$ cat config.mk
export PLATFORM = sky130hd
export DESIGN_NAME = axis2buffer
export DESIGN_NICKNAME = d
export VERILOG_FILES = /design/src/rtl/axis2buffer.sv
export SDC_FILE = /design/constraint.sdc
export NUM_CORES = 1
export LEC_CHECK = 0
export CAP_MARGIN = 10
export CORE_ASPECT_RATIO = 0.8
export CORE_MARGIN = 5
export CORE_UTILIZATION = 39
export CTS_BUF_LIST = sky130_fd_sc_hd__clkbuf_2 sky130_fd_sc_hd__clkbuf_4 sky130_fd_sc_hd__clkbuf_8
export DETAILED_ROUTE_END_ITERATION = 10
export PLACE_DENSITY = 0.83
export REMOVE_ABC_BUFFERS = 1
export SYNTH_ARGS = -nofsm -noshare
export SYNTH_HDL_FRONTEND = slang
export SYNTH_SLANG_ARGS = --single-unit
$ cat constraint.sdc
create_clock -name clk -period 2.5 [get_ports clk]
set_clock_uncertainty 0.1 [all_clocks]
set_input_delay 0.375 -clock clk [delete_from_list [all_inputs] [get_ports clk]]
set_output_delay 0.375 -clock clk [all_outputs]
set_load 0.01 [all_outputs]
$ cat src/rtl/axis2buffer.sv
// AXI4-Stream slave that thresholds one row of WIDTH pixels against alive_color
// and hands the packed cell row to the core over a valid/ready handshake.
module axis2buffer #(
   parameter int DWIDTH = 32,
   parameter int WIDTH  = 4,
   parameter int EWIDTH = 8
)(
   input  logic              clk,
   input  logic              rstn,
   input  logic [DWIDTH-1:0] alive_color,
   input  logic [DWIDTH-1:0] S_AXIS_TDATA,
   input  logic              S_AXIS_TVALID,
   output logic              S_AXIS_TREADY,
   input  logic              S_AXIS_TLAST,
   output logic [WIDTH-1:0]  out_data,
   output logic              out_valid,
   input  logic              out_ready,
   output logic              frame_err,
   output logic [EWIDTH-1:0] err_count
);
   localparam int CW = $clog2(WIDTH);
   localparam logic [CW-1:0] LAST_IDX = CW'(WIDTH - 1);

   typedef enum logic [1:0] {RECV, PRESENT, DRAIN} state_t;

   state_t            state_q;
   logic [CW-1:0]     cnt_q;
   logic [WIDTH-1:0]  asm_q;
   logic [WIDTH-1:0]  asm_d;
   logic [WIDTH-1:0]  out_data_q;
   logic              out_valid_q;
   logic              frame_err_q;
   logic [EWIDTH-1:0] err_q;
   logic [EWIDTH-1:0] err_d;
   logic              beat;
   logic              pix_bit;

   // Ready depends only on state and reset, never on the incoming stream.
   assign S_AXIS_TREADY = rstn && (state_q != PRESENT);
   assign beat          = S_AXIS_TVALID & S_AXIS_TREADY;
   assign pix_bit       = (S_AXIS_TDATA == alive_color);

   always_comb begin
      asm_d        = asm_q;
      asm_d[cnt_q] = pix_bit;
   end

   assign err_d = (err_q == {EWIDTH{1'b1}}) ? err_q : err_q + 1'b1;

   always_ff @(posedge clk) begin
      if (!rstn) begin
         state_q     <= RECV;
         cnt_q       <= '0;
         asm_q       <= '0;
         out_data_q  <= '0;
         out_valid_q <= 1'b0;
         frame_err_q <= 1'b0;
         err_q       <= '0;
      end else begin
         frame_err_q <= 1'b0;
         case (state_q)
            RECV: begin
               if (beat) begin
                  asm_q <= asm_d;
                  if (cnt_q == LAST_IDX) begin
                     cnt_q <= '0;
                     if (S_AXIS_TLAST) begin
                        out_data_q  <= asm_d;
                        out_valid_q <= 1'b1;
                        state_q     <= PRESENT;
                     end else begin
                        // Long row: the tail is swallowed up to the next TLAST.
                        frame_err_q <= 1'b1;
                        err_q       <= err_d;
                        state_q     <= DRAIN;
                     end
                  end else if (S_AXIS_TLAST) begin
                     cnt_q       <= '0;
                     frame_err_q <= 1'b1;
                     err_q       <= err_d;
                  end else begin
                     cnt_q <= cnt_q + 1'b1;
                  end
               end
            end
            PRESENT: begin
               if (out_ready) begin
                  out_valid_q <= 1'b0;
                  state_q     <= RECV;
               end
            end
            DRAIN: begin
               if (beat && S_AXIS_TLAST) begin
                  cnt_q   <= '0;
                  state_q <= RECV;
               end
            end
            default: state_q <= RECV;
         endcase
      end
   end

   assign out_data  = out_data_q;
   assign out_valid = out_valid_q;
   assign frame_err = frame_err_q;
   assign err_count = err_q;
endmodule

; ---- Word level (Yosys, flattened, before mapping)
; Index checks and enable logic that the tools add are counted.
[totals]
register_bits = 22
out_inout_bits = 15
elab_cells = 63
inputBits = 69
[op_classes]
n_lt_le_gt_ge = 2
reduce_logical = 14
n_eq_ne = 12
mux = 25
addsub = 2
bitwise_logic = 1
[op_table]
columns = op, count
row1 = $eq A32 B32 Y1, 1
row2 = $mux W8, 4
row3 = $mux W2, 8
row4 = $ne A2 B2 Y1 const B, 6
row5 = $reduce_and A4 Y1, 3
row6 = $add A8 B1 Y8 const B, 1
row7 = $eq A8 B8 Y1 const B, 1
row8 = $mux W1, 8
row9 = $pmux W2 S3, 1
row10 = $reduce_and A3 Y1, 2
row11 = $reduce_bool A2 Y1, 3
row12 = $reduce_and A5 Y1, 1
row13 = $bwmux W4, 1
row14 = $eq A2 B2 Y1 const B, 2
row15 = $pmux W2 S2, 1
row16 = $logic_and A1 B1 Y1, 3
row17 = $lt A2 B3 Y1 const B, 1
row18 = $add A2 B1 Y2 const B, 1
row19 = $demux W1 S2, 1
row20 = $eq A2 B1 Y1 const B, 1
row21 = $ge A2 B1 Y1 const B, 1
row22 = $logic_not A2 Y1, 1
row23 = $ne A2 B1 Y1 const B, 1
row24 = $pmux W1 S2, 1
row25 = 2 further kinds, 2

; ---- Longest topological paths before layout
; Gate-level depths: netlist of the first run.
[logic_depth]
word_depth = 6
depth_mapped = 7
depth_no_buf = 7

; ---- Least setup slack after synthesis of the first run
; No wires, ideal clock.
[synth_timing]
path_kind = register -> register
start = register cnt_q[0]
end = register err_q[5], in the netlist err_count[5]
required_ns = 2.341
n_path_buf = 0
path_slack_ns = 0.509
t_arrival_ns = 1.832
synth_period_minus_slack_ns = 1.991
setup_time_ns = 0.059
path_stages_with_launch = 8
cell_sequence = dfxtp_1 -> ha_1 -> inv_1 -> ha_1 -> nor3_4 -> nand2_2 -> or4_1 -> nand2_1
[synth_between]
elab_chain_cells = 3
elab_cells_between_ends = 5
cone_classes = eq/ne: 2 / mux: 1 / reduce/logical: 2
[synth_rtl]
columns = element, line_no
row1 = from (decl), 27  ; logic [CW-1:0] cnt_q;
row2 = from (signal assigned), 82  ; cnt_q <= cnt_q + 1'b1;
row3 = $eq A2 B2 Y1 *, 65  ; if (cnt_q == LAST_IDX) begin
row4 = $ne A2 B2 Y1 (no line) or $reduce_bool A2 Y1 (tied branches), --
row5 = $reduce_and A4 Y1 (no line), --
row6 = to (signal assigned), 74  ; err_q <= err_d;
row7 = to (signal assigned), 80  ; err_q <= err_d;
row8 = to (decl), 33  ; logic [EWIDTH-1:0] err_q;
; Every way passes the cells marked *; elsewhere a longest branch is shown, timed or not.
; A chain may end at the register's enable or synchronous reset.

; ---- Worst setup path after layout of the first run
; Same ends and word-level chain as after synthesis.

==> metrics.cfg, run 1 <==
[global_route]
grt_pass1_wl_mm=7.31
grt_pass1_vias=1540
grt_max_degree=16
grt_overflow=0
antenna_found_initial=0
grtUsageTotal_pct=17.8

[critical_path]
path_max_fanout=6
reg2reg_depth=7
cp_data_required_time_ns=2.60
worstSetupStartpointType=flop
arrival_ns=2.38
crit_buf_inv=1
crit_top_cell=ha_1
cpMaxStageDelayCell=or4_1
worst_path_largest_cell_delay_ns=0.48
crit_family=simple AND/OR/NAND/NOR gates
r2r-start=cnt_q[0]$_SDFFE_PN0P_
regToRegSetupSlack_ns=0.22
reg2reg_to=err_count[5]$_SDFFE_PN0P_
end_kind=flop
crit_chain=ha_1 > inv_1 > ha_1 > nor3_4 > nand2_2 > or4_1 > nand2_1
crit_type=flop to flop

[power_and_ir_drop]
ir_drop_mv=0.338
pwr_density_cell_nw_per_um2=334
p_leak_nw=0.811

[sta]
fmax_mhz=438
final-max-slew-violation-count=0
fin_tns_setup_ns=0
rsz0062_at_grt=false
period_minus_slack_ns=2.28
hold_viol_final=0
whs_ns=0.360
tightest_slew_ns=0.608
max_slew_margin_pct=59.1
setup_viol=0
fin_crit_sh_pct=91.3

[logic_synthesis]
synth_area_leaders=dfxtp_1, xnor2_1, ha_1
ys.flop_type=dfxtp_1
ys_seq_area_share_pct=29.9
synth_top_area_share_pct=29.9
yosys.area.top_type=dfxtp_1
yosys_register_bits=21
async_flop_share_pct=0
synth-edff-count=0
syn_area_per_cell_um2=9.02
yosys_warnings=0
synth_cell_types=40
synth_area_um2=1410
syn_inst=156

[floorplan]
initial_core_util_pct=40.8
die_h_um=63.7
die_area_um2=4920
top_level_ports=84
coreArea_um2=3450
die_w_um=77.2
placement_rows=19

[routing]
dr_total_vias=1496
dr.pass1.iters=4
vias_per_cell=5.19
drtIter0Drc=65
ant_nets=0
post_drt_wl_per_cell_um=15.1
drt_wl_total_mm=4.35
drc_errors=0

[clock_network]
htree_levels=1
cts_made_buffers=3
clkSlewWorstSetupHoldPaths_ns=0.08
postCtsResizedCells=0
clk_latency_ns=0.26
hold_buffers=0
postCtsSetupBuffers=0
cts_tree=built
clock_sinks=21
cts_root_buf=clkbuf_8
clockBufferDepth=2

[min_path]
worstHoldPathType=flop to flop
min_path_cells=2
hold-path-endpoint=out_data[3]$_SDFFE_PN0P_
hold_start=out_data[3]$_SDFFE_PN0P_

[finish]
fin_area_um2=2370
synthToLayoutAreaGrowth_pct=68.3
fillers=282
post-route-util_pct=68.7
seqCellArea_um2=420
num_antenna_cells=0
multiInputGateArea_um2=952
fin_cells=288
final_layout_size_suffix_gt1_share_pct=7.32
final_nets=323

[place]
place_inst=284
dp_hpwl_mm=3.71
dpl_cell_area_um2=2320
portBuffers=83
gp_congestion=0.786

[run]
cap_violations=0

[run_status]
status=completed

[layer usage]
| layer | routed length, um | up-vias | share of wire (%) | global-route usage (%) |
|---|---|---|---|---|
| met5 | 0 | - | 0 | 0 |
| met4 | 33 | 0 | 0.76 | 2.58 |
| li1 | - | 753 | - | - |
| met3 | 260 | 4 | 6.0 | 4.78 |
| met1 | 1650 | 690 | 38 | 19.5 |
| met2 | 2400 | 49 | 55 | 34.9 |
[worst max-delay path by stage]
stage / from / endpoint / slack, ns / cells after the start
6_report: cnt_q[0]$_SDFFE_PN0P_ / err_count[5]$_SDFFE_PN0P_ / 0.22 / 7
5_1_grt: cnt_q[0]$_SDFFE_PN0P_ / err_count[5]$_SDFFE_PN0P_ / 0.09 / 7
4_1_cts: cnt_q[0]$_SDFFE_PN0P_ / err_count[4]$_SDFFE_PN0P_ / 0.25 / 7
3_5_place_dp: S_AXIS_TLAST / err_count[5]$_SDFFE_PN0P_ / 0.14 / 7
3_3_place_gp: S_AXIS_TLAST / err_count[5]$_SDFFE_PN0P_ / 0.20 / 7
2_1_floorplan: cnt_q[0]$_SDFFE_PN0P_ / err_count[5]$_SDFFE_PN0P_ / 0.51 / 7
[kinds of logic after synthesis]
logic type	share of synthesized area [%]
buffers and inverters	2.49
AO/OA/AOI/OAI	13.4
flip-flops	29.9
adder cells (fa/ha/maj)	6.22
multiplexers	0.711
XOR/XNOR	21.2
AND/OR/NAND/NOR	26.1
[placed cells by master (no fill, tap or decap), types with 3 or more instances in the layout]
cell,count
clkdlybuf4s50_1,83
xnor2_1,31
dfxtp_1,21
nand4_1,14
a21oi_1,12
nand2_1,7
ha_1,7
inv_1,6
nor2_1,6
nand3_1,5
o21ai_0,5
buf_4,5
nor4_1,3
xor2_1,3
and2_1,3
nor3b_1,3
clkbuf_8,3
[registers in the layout, summed over array words and instances, names as in the netlist]
signal	cells
out_valid	1
state_q	2
err_count	8
asm_q	3
frame_err	1
cnt_q	2
out_data	4
[metrics by stage]
stage          worst slack, ns  total power (W)
2_1_floorplan            0.509         0.000421
3_3_place_gp             0.199         0.000559
3_5_place_dp             0.135         0.000565
4_1_cts                  0.252         0.000791
5_1_grt                 0.0942         0.000826
6_report                 0.217         0.000790
[worst register-to-register path, stage by stage, from the launching register on]
cell	delay (ns)
dfxtp_1	0.42
ha_1	0.32
inv_1	0.13
ha_1	0.24
nor3_4	0.31
nand2_2	0.15
or4_1	0.48
nand2_1	0.07
[final cells by class]
cell class | instances | share of cell area, %
Clock buffer | 4 | 2.06
Inverter | 7 | 1.11
Multi-Input combinational cell | 126 | 40.2
Sequential cell | 21 | 17.7
Tap cell | 42 | 2.22
Timing Repair Buffer | 88 | 36.7
[cell usage after synthesis, types with 2 or more instances]
| master | count |
|---|---|
| xnor2_1 | 31 |
| dfxtp_1 | 21 |
| nand4_1 | 14 |
| a21oi_1 | 12 |
| ha_1 | 7 |
| nand2_1 | 7 |
| inv_1 | 6 |
| nor2_1 | 6 |
| nand3_1 | 5 |
| o21ai_0 | 5 |
| and2_1 | 3 |
| nor3b_1 | 3 |
| nor4_1 | 3 |
| xor2_1 | 3 |
| a31o_2 | 2 |
| nor3_1 | 2 |
| o21ai_1 | 2 |
| or3_1 | 2 |
[report_power, final]
group	internal [W]	leakage, nW	switching [W]
clock	0.000124	0.0262	0.000109
combinational	0.000145	0.616	0.0000709
sequential	0.000337	0.169	0.00000323
(Power assumes the default switching activity.)
==> inputs of run 2 (changes only) <==
--- a/config.mk
+++ b/config.mk
@@ -16,3 +16,4 @@
 export SYNTH_ARGS = -nofsm -noshare
 export SYNTH_HDL_FRONTEND = slang
 export SYNTH_SLANG_ARGS = --single-unit
+export TNS_END_PERCENT = 10
==> results of run 2 <==
Final layout, timing and power as in run 1 (identical DEF).
==> inputs of run 3 (changes only) <==
--- a/config.mk
+++ b/config.mk
@@ -5,10 +5,11 @@
 export SDC_FILE = /design/constraint.sdc
 export NUM_CORES = 1
 export LEC_CHECK = 0
+export ABC_AREA = 1
 export CAP_MARGIN = 10
 export CORE_ASPECT_RATIO = 0.8
 export CORE_MARGIN = 5
-export CORE_UTILIZATION = 39
+export CORE_UTILIZATION = 41
 export CTS_BUF_LIST = sky130_fd_sc_hd__clkbuf_2 sky130_fd_sc_hd__clkbuf_4 sky130_fd_sc_hd__clkbuf_8
 export DETAILED_ROUTE_END_ITERATION = 10
 export PLACE_DENSITY = 0.83
==> run 3 against run 2 <==
  * Flip-flop and latch count up 1
  * Critical path type is now input port to output pin
  * Sequential share of layout area down 0.94 points
  * Die area increased by 10%
  * Final cell count grew 38%
  * Cell area increased by 11%
  * Register-to-register slack improved by 0.42 ns
  * Synthesized cell count increased by 63%
  * Maximum frequency is 9.8% higher
  * Critical path depth decreased by 3
  * Power grew 10%
  * Clock-buffer cell count is the same
  * Largest power group unchanged
==> metrics.cfg, run 3 <==
[clock_network]
cts_made_buffers=3
postCtsResizedCells=0
clkSlewWorstSetupHoldPaths_ns=0.08
clk_latency_ns=0.26
clockBufferDepth=2
cts_root_buf=clkbuf_8
hold_buffers=0
cts_tree=built
clock_sinks=22
postCtsSetupBuffers=0
htree_levels=1

[routing]
dr.pass1.iters=4
drt_wl_total_mm=4.34
post_drt_wl_per_cell_um=10.9
dr_total_vias=1768
drtIter0Drc=203
vias_per_cell=4.45
ant_nets=0
drc_errors=0

[sta]
fin_crit_sh_pct=83.2
setup_ws_ns=0.419
whs_ns=0.388
fin_tns_setup_ns=0
setup_viol=0
fmax_mhz=481
hold_viol_final=0
period_minus_slack_ns=2.08
tightest_slew_ns=0.408
max_slew_margin_pct=72.6
rsz0062_at_grt=false
final-max-slew-violation-count=0

[logic_synthesis]
synth_common_cells=nand2_1, inv_1, nor2_1
yosys_warnings=0
ys_seq_area_share_pct=26.6
yosys_register_bits=22
async_flop_share_pct=0
ys.flop_type=dfxtp_1
yosys.area.top_type=dfxtp_1
syn_inst=254
synth_area_leaders=dfxtp_1, nand2_1, xnor2_1
synth_cell_types=23
syn_area_per_cell_um2=6.51
synth_top_area_share_pct=26.6
synth_most_common_cell=nand2_1
synth_area_um2=1650
synth-edff-count=0

[global_route]
grt_max_degree=13
grt_overflow=0
grt_pass1_vias=1552
antenna_found_initial=0
grtUsageTotal_pct=16.1
grt_pass1_wl_mm=6.82

[floorplan]
coreArea_um2=3850
initial_core_util_pct=42.9
placement_rows=20
die_area_um2=5410
die_h_um=66.8
top_level_ports=84
die_w_um=81.0

[critical_path]
worst_path_largest_cell_delay_ns=0.54
regToRegSetupSlack_ns=0.64
cpMaxStageDelayCell=clkdlybuf4s50_1
arrival_ns=1.61
crit_top_cell=clkdlybuf4s50_1
crit_chain=clkdlybuf4s50_1 > inv_2 > nor2_1 > clkdlybuf4s50_1
end_kind=output pin
worstSetupStartpointType=input port
crit_type=input port to output pin
cp_data_required_time_ns=2.03
path_max_fanout=7
reg2reg_depth=9

[finish]
num_antenna_cells=0
largest_register_ffs=8
final_cell_mix=clkdlybuf4s50_1, nand2_1, inv_1, nor2_1, xnor2_1
layout_commonest_cell=clkdlybuf4s50_1
synthToLayoutAreaGrowth_pct=58.4
final_layout_size_suffix_gt1_share_pct=6.14
final_nets=419

[run_status]
status=completed

[run]
cap_violations=0

[place]
dp_hpwl_mm=3.81
gp_congestion=0.865
portBuffers=83
dpl_worst_slack_ns=0.354

[power_and_ir_drop]
ir_drop_mv=0.208
pwr_density_cell_nw_per_um2=333
p_leak_nw=1.12
p_total_w=0.000872

[min_path]
worstHoldPathType=flop to flop
min_path_cells=2

## run 3: cell count changes after synthesis, moves of 4 or more
cell | previous run | this run
nand2_1 | 7 | 68
nor2_1 | 6 | 30
o21ai_0 | 5 | 0
inv_1 | 6 | 38
nand3_1 | 5 | 15
nand4_1 | 14 | 2
xnor2_1 | 31 | 27
a21oi_1 | 12 | 16
## run 3: layout make-up
| class | count | area, um2 |
|---|---|---|
| tap | 55 | 68.8 |
| multi-input combinational | 188 | 1040 |
| clock buffer | 4 | 55.1 |
| inverter | 43 | 166 |
| sequential | 22 | 440 |
| fill | 337 | 1230 |
| timing repair buffer | 85 | 846 |
## run 3: cell families after synthesis
logic type / synth area share (%)
XOR/XNOR: 15.4
AND/OR/NAND/NOR: 35.1
flip-flops: 26.6
adder cells (fa/ha/maj): 5.29
buffers and inverters: 10.3
AO/OA/AOI/OAI: 7.34
## run 3: metal layers
layer | vias up | GRT usage [%] | wire (um)
li1 | 964 | - | -
met1 | 749 | 20.1 | 1820
met2 | 49 | 28.7 | 2190
met3 | 6 | 3.24 | 291
met4 | 0 | 2.95 | 38
met5 | - | 0 | 0
## run 3: critical path, delay by kind of cell
kind / cells / cell delay, ns
simple gates: 1 / 0.11
buf+inv: 3 / 1.12
## run 3: where the power goes
group	switching, W	internal [W]	leakage [nW]	total (W)
Combinational	0.0000935	0.000159	0.908	0.000252
Sequential	0.00000562	0.000359	0.179	0.000365
Clock	0.000115	0.000140	0.0288	0.000255
Total	0.000214	0.000658	1.12	0.000872
## run 3: final timing paths
check                               to              startpoint
max reg2reg  err_count[6]$_SDFFE_PN0P_   cnt_q[1]$_SDFFE_PN0P_
max                      S_AXIS_TREADY                    rstn
min reg2reg     out_valid$_SDFFE_PN0P_  out_valid$_SDFFE_PN0P_
min             out_valid$_SDFFE_PN0P_  out_valid$_SDFFE_PN0P_
## run 3: per-stage QoR
stage | std cells | util, % | instance area, um2
3_5_place_dp | 393 | 66.6 | 2560
2_1_floorplan | 253 | - | 1650
3_3_place_gp | 393 | 66.6 | 2560
6_report | 397 | 68.0 | 2620
4_1_cts | 397 | 68.0 | 2620
5_1_grt | 397 | 68.0 | 2620
